<file path="src/rtl/mem_arb_pkg.sv">
// Shared types and constants for the two-requester memory arbiter.
// Contents: FSM state encoding, fetch byte-enable constant, default
// parameter values, bus widths and the packed shared-port command payload.
package mem_arb_pkg;

  localparam int unsigned ADDR_W    = 32;
  localparam int unsigned DATA_W    = 32;
  localparam int unsigned BE_W      = 4;
  localparam int unsigned IF_ADDR_W = 24;
  localparam int unsigned STREAK_W  = 4;

  localparam int unsigned DEF_MAX_D_STREAK = 4;
  localparam int unsigned DEF_TIMEOUT      = 1023;

  localparam logic [BE_W-1:0] FETCH_BE = 4'hF;

  typedef enum logic [1:0] {
    IDLE  = 2'd0,
    GNT_I = 2'd1,
    GNT_D = 2'd2,
    RESP  = 2'd3
  } arb_state_e;

  // Command presented on the shared port while m_req is high
  typedef struct packed {
    logic              we;
    logic [BE_W-1:0]   be;
    logic [ADDR_W-1:0] addr;
    logic [DATA_W-1:0] wdata;
  } mem_cmd_t;

endpackage

</file>
<file path="src/rtl/mem_arbiter_if.sv">
// Shared memory/flash/peripheral access port.
// master: arbiter side (drives m_req/m_we/m_be/m_addr/m_wdata, receives m_rdata/m_ack)
// slave : downstream side (dma), the mirror image.
interface mem_arbiter_if;
  import mem_arb_pkg::*;

  logic              m_req;
  logic              m_we;
  logic [BE_W-1:0]   m_be;
  logic [ADDR_W-1:0] m_addr;
  logic [DATA_W-1:0] m_wdata;
  logic [DATA_W-1:0] m_rdata;
  logic              m_ack;

  modport master (output m_req, m_we, m_be, m_addr, m_wdata,
                  input  m_rdata, m_ack);
  modport slave  (input  m_req, m_we, m_be, m_addr, m_wdata,
                  output m_rdata, m_ack);

endinterface

</file>
<file path="src/rtl/arb_timeout_ctr.sv">
// Loadable up-counter with clear/enable and a terminal-count flag.
// Ports: clk, resetn (async active-low), clr (highest priority), load/load_val,
//        en (count up), term_c (combinational: count equals TERM).
module arb_timeout_ctr
  import mem_arb_pkg::*;
#(
  parameter int unsigned W    = 10,
  parameter int unsigned TERM = 0
) (
  input  logic         clk,
  input  logic         resetn,
  input  logic         clr,
  input  logic         load,
  input  logic [W-1:0] load_val,
  input  logic         en,
  output logic         term_c
);

  logic [W-1:0] cnt_q, cnt_d;

  // Next count: clear beats load beats increment
  always_comb begin
    cnt_d = cnt_q;
    if (clr)       cnt_d = '0;
    else if (load) cnt_d = load_val;
    else if (en)   cnt_d = cnt_q + W'(1);
  end

  always_ff @(posedge clk or negedge resetn) begin
    if (!resetn) cnt_q <= '0;
    else         cnt_q <= cnt_d;
  end

  assign term_c = (cnt_q == W'(TERM));

endmodule

</file>
<file path="src/rtl/mem_arbiter.sv">
// Arbitrates the single shared memory port between instruction fetch and
// load/store. Data has priority, bounded by MAX_D_STREAK consecutive data
// grants while a fetch waits; each transaction aborts after TIMEOUT cycles
// without m_ack (0 disables).
// Ports: clk, resetn; if_* fetch requester; d_* data requester;
//        mem (mem_arbiter_if.master) shared port toward dma.
module mem_arbiter
  import mem_arb_pkg::*;
#(
  parameter int unsigned MAX_D_STREAK = DEF_MAX_D_STREAK,
  parameter int unsigned TIMEOUT      = DEF_TIMEOUT
) (
  input  logic                 clk,
  input  logic                 resetn,
  input  logic                 if_req,
  input  logic [IF_ADDR_W-1:0] if_addr,
  output logic [DATA_W-1:0]    if_rdata,
  output logic                 if_ack,
  output logic                 if_err,
  input  logic                 d_req,
  input  logic                 d_we,
  input  logic [BE_W-1:0]      d_be,
  input  logic [ADDR_W-1:0]    d_addr,
  input  logic [DATA_W-1:0]    d_wdata,
  output logic [DATA_W-1:0]    d_rdata,
  output logic                 d_ack,
  output logic                 d_err,
  mem_arbiter_if.master        mem
);

  // A zero TIMEOUT still needs a 1-bit counter; its flag is masked off
  localparam int unsigned TO_W    = (TIMEOUT == 0) ? 1 : $clog2(TIMEOUT + 1);
  localparam int unsigned TO_TERM = (TIMEOUT == 0) ? 0 : TIMEOUT - 1;
  localparam bit          TO_EN   = (TIMEOUT != 0);

  arb_state_e          state_q, state_d;
  logic [STREAK_W-1:0] streak_q, streak_d;
  logic                m_req_q, m_req_d;
  mem_cmd_t            cmd_q, cmd_d;
  logic [DATA_W-1:0]   if_rdata_q, if_rdata_d;
  logic [DATA_W-1:0]   d_rdata_q, d_rdata_d;
  logic                if_ack_q, if_ack_d, if_err_q, if_err_d;
  logic                d_ack_q, d_ack_d, d_err_q, d_err_d;

  logic streak_full_c, grant_d_c, grant_i_c;
  logic to_term_c, timeout_c, to_clr_c, to_load_c, to_en_c;

  // Data wins unless the fetch has already waited out a full streak
  assign streak_full_c = (streak_q == STREAK_W'(MAX_D_STREAK));
  assign grant_d_c     = d_req & ~(if_req & streak_full_c);
  assign grant_i_c     = if_req & ~grant_d_c;

  // Counter is zeroed in IDLE, counts while granted, cleared in RESP.
  // Terminal at TIMEOUT-1 so the abort edge is the one reaching TIMEOUT.
  assign to_load_c = (state_q == IDLE);
  assign to_clr_c  = (state_q == RESP);
  assign to_en_c   = (state_q == GNT_I) || (state_q == GNT_D);
  assign timeout_c = TO_EN & to_term_c;

  arb_timeout_ctr #(
    .W    (TO_W),
    .TERM (TO_TERM)
  ) u_timeout (
    .clk      (clk),
    .resetn   (resetn),
    .clr      (to_clr_c),
    .load     (to_load_c),
    .load_val (TO_W'(0)),
    .en       (to_en_c),
    .term_c   (to_term_c)
  );

  // State register
  always_ff @(posedge clk or negedge resetn) begin
    if (!resetn) state_q <= IDLE;
    else         state_q <= state_d;
  end

  // Next-state logic
  always_comb begin
    state_d = state_q;
    case (state_q)
      IDLE: begin
        if (grant_d_c)      state_d = GNT_D;
        else if (grant_i_c) state_d = GNT_I;
      end
      GNT_I, GNT_D: if (mem.m_ack || timeout_c) state_d = RESP;
      RESP:         state_d = IDLE;
      default:      state_d = IDLE;
    endcase
  end

  // Output / datapath next values
  always_comb begin
    streak_d   = streak_q;
    m_req_d    = m_req_q;
    cmd_d      = cmd_q;
    if_rdata_d = if_rdata_q;
    d_rdata_d  = d_rdata_q;
    if_ack_d   = 1'b0;
    if_err_d   = 1'b0;
    d_ack_d    = 1'b0;
    d_err_d    = 1'b0;
    case (state_q)
      IDLE: begin
        if (grant_d_c) begin
          m_req_d = 1'b1;
          cmd_d   = '{we: d_we, be: d_be, addr: d_addr, wdata: d_wdata};
          if (!if_req)            streak_d = '0;
          else if (!streak_full_c) streak_d = streak_q + STREAK_W'(1);
        end else if (grant_i_c) begin
          m_req_d  = 1'b1;
          cmd_d    = '{we: 1'b0, be: FETCH_BE, addr: ADDR_W'(if_addr), wdata: '0};
          streak_d = '0;
        end else begin
          streak_d = '0;
        end
      end
      GNT_I, GNT_D: begin
        if (mem.m_ack) begin
          m_req_d = 1'b0;
          if (state_q == GNT_I) begin
            if_rdata_d = mem.m_rdata;
            if_ack_d   = 1'b1;
          end else begin
            d_rdata_d = cmd_q.we ? '0 : mem.m_rdata;
            d_ack_d   = 1'b1;
          end
        end else if (timeout_c) begin
          m_req_d = 1'b0;
          if (state_q == GNT_I) begin
            if_rdata_d = '0;
            if_ack_d   = 1'b1;
            if_err_d   = 1'b1;
          end else begin
            d_rdata_d = '0;
            d_ack_d   = 1'b1;
            d_err_d   = 1'b1;
          end
        end
      end
      default: ;
    endcase
  end

  // Datapath registers
  always_ff @(posedge clk or negedge resetn) begin
    if (!resetn) begin
      streak_q   <= '0;
      m_req_q    <= 1'b0;
      cmd_q      <= '0;
      if_rdata_q <= '0;
      d_rdata_q  <= '0;
      if_ack_q   <= 1'b0;
      if_err_q   <= 1'b0;
      d_ack_q    <= 1'b0;
      d_err_q    <= 1'b0;
    end else begin
      streak_q   <= streak_d;
      m_req_q    <= m_req_d;
      cmd_q      <= cmd_d;
      if_rdata_q <= if_rdata_d;
      d_rdata_q  <= d_rdata_d;
      if_ack_q   <= if_ack_d;
      if_err_q   <= if_err_d;
      d_ack_q    <= d_ack_d;
      d_err_q    <= d_err_d;
    end
  end

  assign mem.m_req   = m_req_q;
  assign mem.m_we    = cmd_q.we;
  assign mem.m_be    = cmd_q.be;
  assign mem.m_addr  = cmd_q.addr;
  assign mem.m_wdata = cmd_q.wdata;
  assign if_rdata    = if_rdata_q;
  assign if_ack      = if_ack_q;
  assign if_err      = if_err_q;
  assign d_rdata     = d_rdata_q;
  assign d_ack       = d_ack_q;
  assign d_err       = d_err_q;

endmodule

</file>
<file path="src/flat_wrapper.sv">
// flat-port wrapper written by rule: the top's interface ports become plain ports
module mem_arbiter_flat import mem_arb_pkg::*;
#(
  parameter int unsigned MAX_D_STREAK = DEF_MAX_D_STREAK,
  parameter int unsigned TIMEOUT      = DEF_TIMEOUT
)
  (clk, resetn, if_req, if_addr, if_rdata, if_ack, if_err, d_req, d_we, d_be, d_addr, d_wdata, d_rdata, d_ack, d_err, mem_m_req, mem_m_we, mem_m_be, mem_m_addr, mem_m_wdata, mem_m_rdata, mem_m_ack);
  mem_arbiter_if mem_i ();
  input  logic clk;
  input  logic resetn;
  input  logic if_req;
  input  logic [IF_ADDR_W-1:0] if_addr;
  output logic [DATA_W-1:0] if_rdata;
  output logic if_ack;
  output logic if_err;
  input  logic d_req;
  input  logic d_we;
  input  logic [BE_W-1:0] d_be;
  input  logic [ADDR_W-1:0] d_addr;
  input  logic [DATA_W-1:0] d_wdata;
  output logic [DATA_W-1:0] d_rdata;
  output logic d_ack;
  output logic d_err;
  output wire logic [$bits(mem_i.m_req)-1:0] mem_m_req;
  output wire logic [$bits(mem_i.m_we)-1:0] mem_m_we;
  output wire logic [$bits(mem_i.m_be)-1:0] mem_m_be;
  output wire logic [$bits(mem_i.m_addr)-1:0] mem_m_addr;
  output wire logic [$bits(mem_i.m_wdata)-1:0] mem_m_wdata;
  input wire logic [$bits(mem_i.m_rdata)-1:0] mem_m_rdata;
  input wire logic [$bits(mem_i.m_ack)-1:0] mem_m_ack;
  assign mem_m_req = mem_i.m_req;
  assign mem_m_we = mem_i.m_we;
  assign mem_m_be = mem_i.m_be;
  assign mem_m_addr = mem_i.m_addr;
  assign mem_m_wdata = mem_i.m_wdata;
  assign mem_i.m_rdata = mem_m_rdata;
  assign mem_i.m_ack = mem_m_ack;
  mem_arbiter #(.MAX_D_STREAK(MAX_D_STREAK), .TIMEOUT(TIMEOUT)) u_core (.clk(clk), .resetn(resetn), .if_req(if_req), .if_addr(if_addr), .if_rdata(if_rdata), .if_ack(if_ack), .if_err(if_err), .d_req(d_req), .d_we(d_we), .d_be(d_be), .d_addr(d_addr), .d_wdata(d_wdata), .d_rdata(d_rdata), .d_ack(d_ack), .d_err(d_err), .mem(mem_i));
endmodule
</file>
<file path="config.mk">
export PLATFORM = sky130hd
export DESIGN_NAME = mem_arbiter_flat
export DESIGN_NICKNAME = d
export VERILOG_FILES = /design/src/rtl/mem_arb_pkg.sv /design/src/rtl/mem_arbiter_if.sv /design/src/rtl/arb_timeout_ctr.sv /design/src/rtl/mem_arbiter.sv /design/src/flat_wrapper.sv
export SDC_FILE = /design/constraint.sdc
export NUM_CORES = 1
export LEC_CHECK = 0
export ABC_AREA = 1
export CORE_ASPECT_RATIO = 1.2
export CORE_MARGIN = 2
export CORE_UTILIZATION = 35
export DETAILED_ROUTE_END_ITERATION = 10
export PLACE_DENSITY = 0.66
export REMOVE_ABC_BUFFERS = 1
export SYNTH_ARGS = -nofsm -noshare
export SYNTH_HDL_FRONTEND = slang
export SYNTH_SLANG_ARGS = --single-unit
</file>
<file path="constraint.sdc">
create_clock -name clk -period 4.4 [get_ports clk]
set_clock_uncertainty 0.05 [all_clocks]
set_input_delay 0.88 -clock clk [delete_from_list [all_inputs] [get_ports clk]]
set_output_delay 0.88 -clock clk [all_outputs]
set_load 0.02 [all_outputs]
</file>
==> results.md, run 1 <==
Run status:
- The flow ran to the end, and the final reports show no timing, DRC or antenna violations.

Global routing:
- Entering global routing, the biggest net connects between 90 and 100 pins.
- The global-route usage over all layers is 20.3%.
- The wire length of the first global-routing pass is between 30000 and 40000 µm.
- The overflow left after global routing is 0.
- The number of global-route vias before repair was approximately 6400.
- The initial antenna violation count is 1.

Floorplanning:
- The initial standard-cell utilization of the core is a little over a third.
- In this run the standard cell core region covers roughly 20000 µm².
- The die footprint is 21200 µm².
- The floorplan die height is 159 µm.
- From left edge to right edge, the die measures between 100 and 150 µm.
- The number of I/O pins is 268.
- The floorplan row count is 56.

Power:
- The share of power burned in the clock network is a little over a fifth.
- The standby leakage power is between 4 and 5 nW.
- The largest vdd supply drop is roughly 0.33 mV.
- The internal power of the cells is approximately 4.4 mW.
- The relative contribution of sequential cells to total power is between 30% and 40%.
- Of the total power, the share spent switching nets is between 40% and 50%.
- The share of power burned in combinational logic is between 40% and 50%.
- For this design the total switching power over the nets is just under 3 mW.
- The areal power density over the cells is ~700 nW/µm².

Flow run:
- The total of max-cap violations is 0.

Routing:
- The first detailed-routing pass took 4 iterations.
- The starting DRC count in detailed routing is 327.
- In the routed design, unresolved DRC markers number 0.
- The wire length after detailed routing is 21100 µm.
- The number of routed nets with antenna violations is 0.
- After detailed routing, the number of vias per cell comes to roughly 4.8.
- The routed length per instance is about 15 µm.
- The total vias in the final route is between 6000 and 7000.

Yosys:
- Synthesis produced a netlist whose cell count is roughly 860.
- The number of storage elements in the synthesis netlist is 154.
- The number of warning messages in the yosys log is 0.
- The post-synthesis area per instance is 8.14 µm².
- After synthesis, the netlist uses 26 different library cells.
- In this run the cell area of the synthesized design comes to between 7000 and 8000 µm².
- The share of the synthesized area in the top cell type is approximately 55%.
- Summed over all instances, the cell type with the most area after synthesis is sky130_fd_sc_hd__dfrtp_1.
- The part of the Yosys area used for sequential elements is a little over half.
- Sorting the synthesized cells by area gives the leading types as sky130_fd_sc_hd__dfrtp_1, sky130_fd_sc_hd__nand2_1, sky130_fd_sc_hd__nand4_1, sky130_fd_sc_hd__nor2_1, sky130_fd_sc_hd__o21ai_0.

Setup path:
- The peak fanout along the critical path is 33.
- The critical path is of the in -> reg type.
- The cell that appears most often on the critical path is sky130_fd_sc_hd__nand2_1.
- STA classifies the critical path startpoint as a primary input.
- The critical path goes through clkdlybuf4s50_1 > nand4_1 > nand2_2 > buf_4 > nand2_1 > nand2_1 > o21ai_1.
- In this design, the stage delay of the slowest critical-path cell is 0.58 ns.
- The critical path arrival is around 2.7 ns.
- The cell type of the slowest stage on the worst timing path is sky130_fd_sc_hd__clkdlybuf4s50_1.
- The endpoint required time on the critical path is between 4 and 5 ns.
- The endpoint class of the critical path is a register.

Timing:
- Headroom to the max-slew limit came out at roughly two fifths.
- Setup repair after global routing left no endpoint under its margin.
- Setup violations remaining at the end of the flow were counted as 0.
- The final setup TNS is 0 ns.
- For the pin with the worst max-slew slack, the measured transition is about 0.90 ns.
- The share of the cycle needed by the critical path after routing is 56.7%.
- The max-slew violation count is 0.
- The timing-limited maximum frequency is 401 MHz.
- The number of hold-slack violations in the final timing report is 0.
- For the finished layout, the period the worst path requires is ~2.5 ns.

Clock tree:
- The clock-pin transition on the worst setup and hold timing paths is approximately 0.060 ns.
- The post-CTS setup repair buffer count is 0.
- The clock tree root buffer cell is sky130_fd_sc_hd__clkbuf_16.
- The TritonCTS clock tree is yes.
- Post-CTS repair changed the size of 0 cells.
- The clock insertion delay at the later pin of the skew report is between 0.4 and 0.5 ns.
- The clock sink total is around 150.
- The count of H-tree levels built during CTS is 4.
- The number of buffers between clock root and the deepest sink is 2.
- The hold buffer count at cts is 0.
- The number of buffers inserted during clock tree synthesis is 17.

Placed design:
- Summed over all nets, the half-perimeter wirelength after detailed placement is roughly 14000 µm.
- Once placement completed, the tool counted placed cells totaling roughly 1300.
- The placer congestion estimate is 0.782.
- The quantity of I/O buffers inserted on ports is 267.

Finish:
- The library cell used most frequently in the layout, excluding fill and tap cells, is sky130_fd_sc_hd__nand2_1.
- The library cells used most frequently in the layout, excluding fill and tap cells, are sky130_fd_sc_hd__nand2_1, sky130_fd_sc_hd__clkdlybuf4s50_1, sky130_fd_sc_hd__dfrtp_1, sky130_fd_sc_hd__nor2_1, sky130_fd_sc_hd__nand4_1.
- The layout net count is 1238.
- The number of antenna repair diodes is 0.
- Relative to the synthesized area, the layout overhead comes to 48.7%.
- The layout cell share with drive strength beyond 1 is 4.59%.
- For this run, the number of standard cells in the final layout without fillers is approximately 1400.

Hold path:
- The path class of the tightest hold or removal check is reg -> reg.
==> stage by stage <==
stage | cell area (µm²) | utilization [%] | power (mW) | hold WS [ns] | setup WS [ns]
6_report | 10400 | 53.2 | 7.32 | 0.418 | 1.91
5_1_grt | 10400 | 53.2 | 7.83 | 0.435 | 1.71
4_1_cts | 10400 | 53.2 | 7.42 | 0.422 | 1.91
3_5_place_dp | 9810 | 50.0 | 5.82 | 0.407 | 1.46
3_3_place_gp | 9810 | 50.0 | 5.79 | 0.403 | 1.54
2_1_floorplan | 6710 | - | 4.06 | 0.399 | 0.933
==> state kept, by name (all words and copies together), names as in the netlist, 2 cells and up <==
name and flops:
u_core.mem.m_addr 32, u_core.mem.m_be 4, u_core.if_rdata 32, u_core.streak_q 4, u_core.state_q 2, u_core.d_rdata 32
u_core.u_timeout.cnt_q 10, u_core.mem.m_wdata 32
==> final timing paths <==
kind | from | end | slack, ns | cells after the start
setup / recovery | if_req | u_core.mem.m_addr[5] | 1.91 | 7
max in group asynchronous | resetn | u_core.mem.m_wdata[6] | 2.90 | 2
min in group asynchronous | resetn | u_core.if_rdata[10] | 0.47 | 1
setup reg to reg | u_core.state_q[0] | u_core.if_rdata[11] | 2.18 | 5
hold reg to reg | u_core.d_rdata[0] | u_core.d_rdata[0] | 0.42 | 2
hold / removal | u_core.d_rdata[0] | u_core.d_rdata[0] | 0.42 | 2
==> cell families (layout without fill, tap and decap cells) <==
family / Yosys count / after routing / share of synthesized area, %
AOI/OAI and AO/OA: 86 / 86 / 6.21
xor gates and xnor gates: 2 / 2 / 0.250
adders and majority gates: 8 / 8 / 1.43
buffers and inverters: 108 / 358 / 7.04
DFF: 154 / 154 / 54.9
and+or+nand+nor: 504 / 504 / 30.2
==> power by group through the flow <==
stage / clock, mW / sequential [mW] / combinational, mW
floorplan: 0 / 2.94 / 1.12
global placement: 0 / 2.29 / 3.50
detailed placement: 0 / 2.30 / 3.53
CTS: 1.60 / 2.29 / 3.53
global route: 1.66 / 2.36 / 3.81
finish: 1.56 / 2.29 / 3.47
==> cells in the mapped netlist <==
cell and n:
sky130_fd_sc_hd__a21oi_1 10, sky130_fd_sc_hd__buf_1 1, sky130_fd_sc_hd__buf_2 17, sky130_fd_sc_hd__buf_4 6, sky130_fd_sc_hd__buf_6 6, sky130_fd_sc_hd__clkbuf_1 29
sky130_fd_sc_hd__clkinv_1 1, sky130_fd_sc_hd__dfrtp_1 154, sky130_fd_sc_hd__ha_1 8, sky130_fd_sc_hd__inv_1 47, sky130_fd_sc_hd__inv_2 1, sky130_fd_sc_hd__nand2_1 342
sky130_fd_sc_hd__nand2_2 1, sky130_fd_sc_hd__nand2_4 1, sky130_fd_sc_hd__nand3_1 8, sky130_fd_sc_hd__nand3_2 1, sky130_fd_sc_hd__nand3_4 2, sky130_fd_sc_hd__nand4_1 66
sky130_fd_sc_hd__nor2_1 81, sky130_fd_sc_hd__nor4_1 2, sky130_fd_sc_hd__o21ai_0 47, sky130_fd_sc_hd__o21ai_1 27, sky130_fd_sc_hd__o21ai_2 1, sky130_fd_sc_hd__o22ai_1 1
sky130_fd_sc_hd__xnor2_1 1, sky130_fd_sc_hd__xor2_1 1
==> per-layer routing <==
metal	up-vias	global-route usage, %	wire, µm
li1	3229	-	-
met1	3036	25.3	8820
met2	268	32.8	9850
met3	18	8.02	2100
met4	0	5.80	298
met5	-	0	0
==> worst max-delay path: cells and delay by family <==
| kind | cells | cell delay [ns] |
|---|---|---|
| AO/OA/AOI/OAI | 1 | 0.06 |
| buffers and inverters | 2 | 0.99 |
| AND/OR/NAND/NOR | 4 | 0.78 |
==> layout make-up <==
cell class,count,area (µm²)
sequential,154,3850
timing repair buffer,278,2760
inverter,49,184
tap,261,327
multi-input combinational,600,2680
clock inverter,11,169
clock buffer,20,457
fill,1852,9190
Note: power is estimated with default switching activity, not from simulation.
==> run 2, diff against run 1 <==
Settings changed: PLACE_DENSITY 0.66 to 0.69.
Clock period 4.4 ns to 2.02 ns, I/O delays scaled along.
==> results.md, run 2 (synthesis gave the netlist of run 1 again) <==
Timing:
- Setup repair after global routing left no endpoint under its margin.
- After layout, the minimum clock period comes to 1.91 ns.
- Timing would allow up to approximately 520 MHz.
- The share of the cycle needed by the critical path after routing is a little over nine tenths.
- The remaining max-slew budget at the tightest pin came to 61.5% (+21 points).
- The number of hold-slack violations in the final timing report is 0 (unchanged).
- The slew at the pin closest to its max-slew limit was 0.576 ns (-0.323 ns).
- The max-slew violation count is 0 (unchanged).
- The setup violation total in the final timing report is 0 (unchanged).

Hold path:
- The kind of path behind the tightest hold check is in -> reg.
- The worst hold path begins at mem_m_ack.

Placed design:
- The quantity of I/O buffers inserted on ports is 267 (unchanged).
- The area of placed instances came to 9980 µm² (+1.8%).
- The placer congestion estimate is 0.782 (about the same).
- The final HPWL from detailed placement is 14200 µm (-1.3%).

Setup path:
- The critical path capture point is mem_m_addr[25].
- The worst setup path is of the reg -> out kind.
- The critical register-to-register path endpoint is u_core.if_rdata[15].
- STA classifies the critical path startpoint as a register.
- The critical path arrival is 1.45 ns (-1.29 ns).
- Tracing the worst setup path back leads to its startpoint at u_core.mem.m_addr[25].
- The count of buffer and inverter cells on the critical path is 1 (-1).
- The endpoint class of the critical path is an output pin.
- The cell depth of the worst setup path is 1 (-6).
- The endpoint required time on the critical path is 1.57 ns (-3.08 ns).
- The number of cells on the worst reg-to-reg path is 9 (+4).
- Traced cell by cell, the critical path runs through clkdlybuf4s50_1.
- The cell type of the slowest stage on the worst timing path is sky130_fd_sc_hd__clkdlybuf4s50_1.
- The maximum cell stage delay along the critical path is 0.64 ns (+0.06 ns).
- The peak fanout along the critical path came to 2 (-94%).
- The critical path's top delay family is buffers and inverters.
- The launch point of the worst reg-to-reg path is u_core.u_timeout.cnt_q[0].
- The flop-to-flop setup slack is 0.21 ns (-1.97 ns).

Global routing:
- The number of global-route vias before repair is 6512 (+1.3%).
- The fraction of met1 tracks used by global routing is 24.6% (-0.76 points).
- The global-route usage over all layers is 19.7% (-0.66 points).
- The largest net degree at the start of global routing was 63 (-34%).
- The layer with the highest usage is met2.
- The global-route track usage on met2 is 31.9% (-0.82 points).
- The wire length of the first global-routing pass is 33400 µm (-3.0%).
- The initial antenna violation count is 1 (unchanged).
- The fraction of met3 tracks used by global routing came to 7.67% (-0.35 points).
- The overflow left after global routing is 0 (unchanged).

Power:
- The areal power density over the cells came to 1510 nW/µm² (+120%).
- The net switching power of the design was 6.47 mW (+120%).
- The internal power of the cells is 9.61 mW (+120%).
- The standby leakage power is 4.99 nW (+1.8%).
- The power consumption is 16.1 mW (+120%).
- The share of power burned in combinational logic is 47.8% (+0.3 points).
- The fraction of power spent switching nets is 40.2% (-0.20 points).
- The relative contribution of sequential cells to total power was 31.0% (-0.3 points).
- The largest vdd supply drop is 0.720 mV (+120%).
- The share of power burned in the clock network came to 21.2% (about the same).

Routing:
- The starting DRC count in detailed routing was 374 (+14%).
- The total vias in the final route is 6569 (+0.27%).
- The number of detailed-routing iterations run before antenna repair was 4 (unchanged).
- The routed length per instance is 14.6 µm (-4.5%).
- The number of routed nets with antenna violations is 0 (unchanged).
- The wire length after detailed routing came to 20300 µm (-3.5%).
- The post-detailed-route DRC marker count is 0 (unchanged).
- The average via count per standard cell is 4.74 (-0.74%).

Clock tree:
- The clock insertion delay at the later pin of the skew report is 0.42 ns (about the same).
- The number of buffers between clock root and the deepest sink is 2 (unchanged).
- The hold buffer count at cts came to 1 (+1).
- The number of buffers inserted during clock tree synthesis is 17 (unchanged).
- The number of gates resized after CTS is 0 (unchanged).
- The post-CTS setup repair buffer count is 0 (unchanged).
- The tree is rooted in a sky130_fd_sc_hd__clkbuf_16.
- The clock sink total is 154 (unchanged).
- The TritonCTS clock tree is yes.
- The count of H-tree levels built during CTS is 4 (unchanged).
- The clock-pin transition on the worst setup and hold timing paths is 0.06 ns (about the same).

Floorplanning:
- The floorplan row count is 56 (unchanged).
- The floorplan die height was 159 µm (unchanged).
- The number of I/O pins was 268 (unchanged).
- The core area was 19600 µm² (unchanged).
- The die footprint came to 21200 µm² (unchanged).
- The x dimension of the die is 133 µm (unchanged).
- The initial standard-cell utilization of the core is 35.8% (unchanged).

Finish:
- The area growth from synthesis to layout is 51.4%.
- The layout net count came to 1251 (+1.1%).
- The cell area after layout was 10600 µm² (+1.8%).
- The most common library cell in the layout ignoring fill and taps is sky130_fd_sc_hd__nand2_1.
- The top cell types in the final layout, fill and taps aside, are sky130_fd_sc_hd__nand2_1, sky130_fd_sc_hd__clkdlybuf4s50_1, sky130_fd_sc_hd__dfrtp_1, sky130_fd_sc_hd__nor2_1, sky130_fd_sc_hd__nand4_1.
- The layout cell share with drive strength beyond 1 is 5.51% (+0.92 points).
- The number of antenna repair diodes is 0 (unchanged).

Flow run:
- The total of max-cap violations is 0 (unchanged).

Run status:
- The flow ran to the end, and the final reports show no timing, DRC or antenna violations.
==> run 2: changes by cell type in the layout (fill, tap and decap cells not counted), sizes merged <==
cell / before / now
clkinvlp: 1 / 2
dlygate4sd3: 0 / 1
inv: 49 / 52
clkinv: 6 / 3
buf: 13 / 25
==> run 2: stage by stage <==
stage	hold WS [ns]	setup TNS, ns	std cells	util, %	worst slack, ns
global route	0.382	0	1387	54.1	0.0235
detailed placement	0.343	0	1354	50.9	0.139
CTS	0.366	0	1387	54.1	0.0712
global placement	0.342	0	1354	50.9	0.208
finish	0.388	0	1387	54.1	0.111
floorplan	0.0584	-112.70	803	-	-0.971
==> run 2: how the worst min path moves through the flow <==
stage,to,depth (start not counted)
after floorplan,u_core.d_ack,0
after CTS,u_core.if_err,3
after global routing,u_core.if_err,3
final,u_core.if_err,3
after global placement,u_core.d_rdata[9],1
after detailed placement,u_core.d_rdata[9],1
==> run 2: final cells by class <==
cell class | instances | area (µm²)
clock buffer | 20 | 437
clock inverter | 12 | 189
fill | 1871 | 9000
inverter | 49 | 184
multi-input combinational | 600 | 2680
sequential | 154 | 3850
tap | 261 | 327
timing repair buffer | 291 | 2950
==> run 2: power groups by stage <==
stage                     registers, mW  logic [mW]  clock network [mW]
after global placement             5.00        7.69                   0
final                              4.98        7.69                3.42
after floorplan                    6.60        2.46                   0
after CTS                          4.99        7.82                3.50
after global routing               5.14        8.44                3.64
after detailed placement           5.02        7.80                   0
==> run 2: routing by layer <==
layer | wire length, µm | vias to the layer above
li1 | - | 3242
met1 | 8590 | 3050
met2 | 9600 | 257
met3 | 1950 | 18
met4 | 162 | 2
met5 | 13 | -
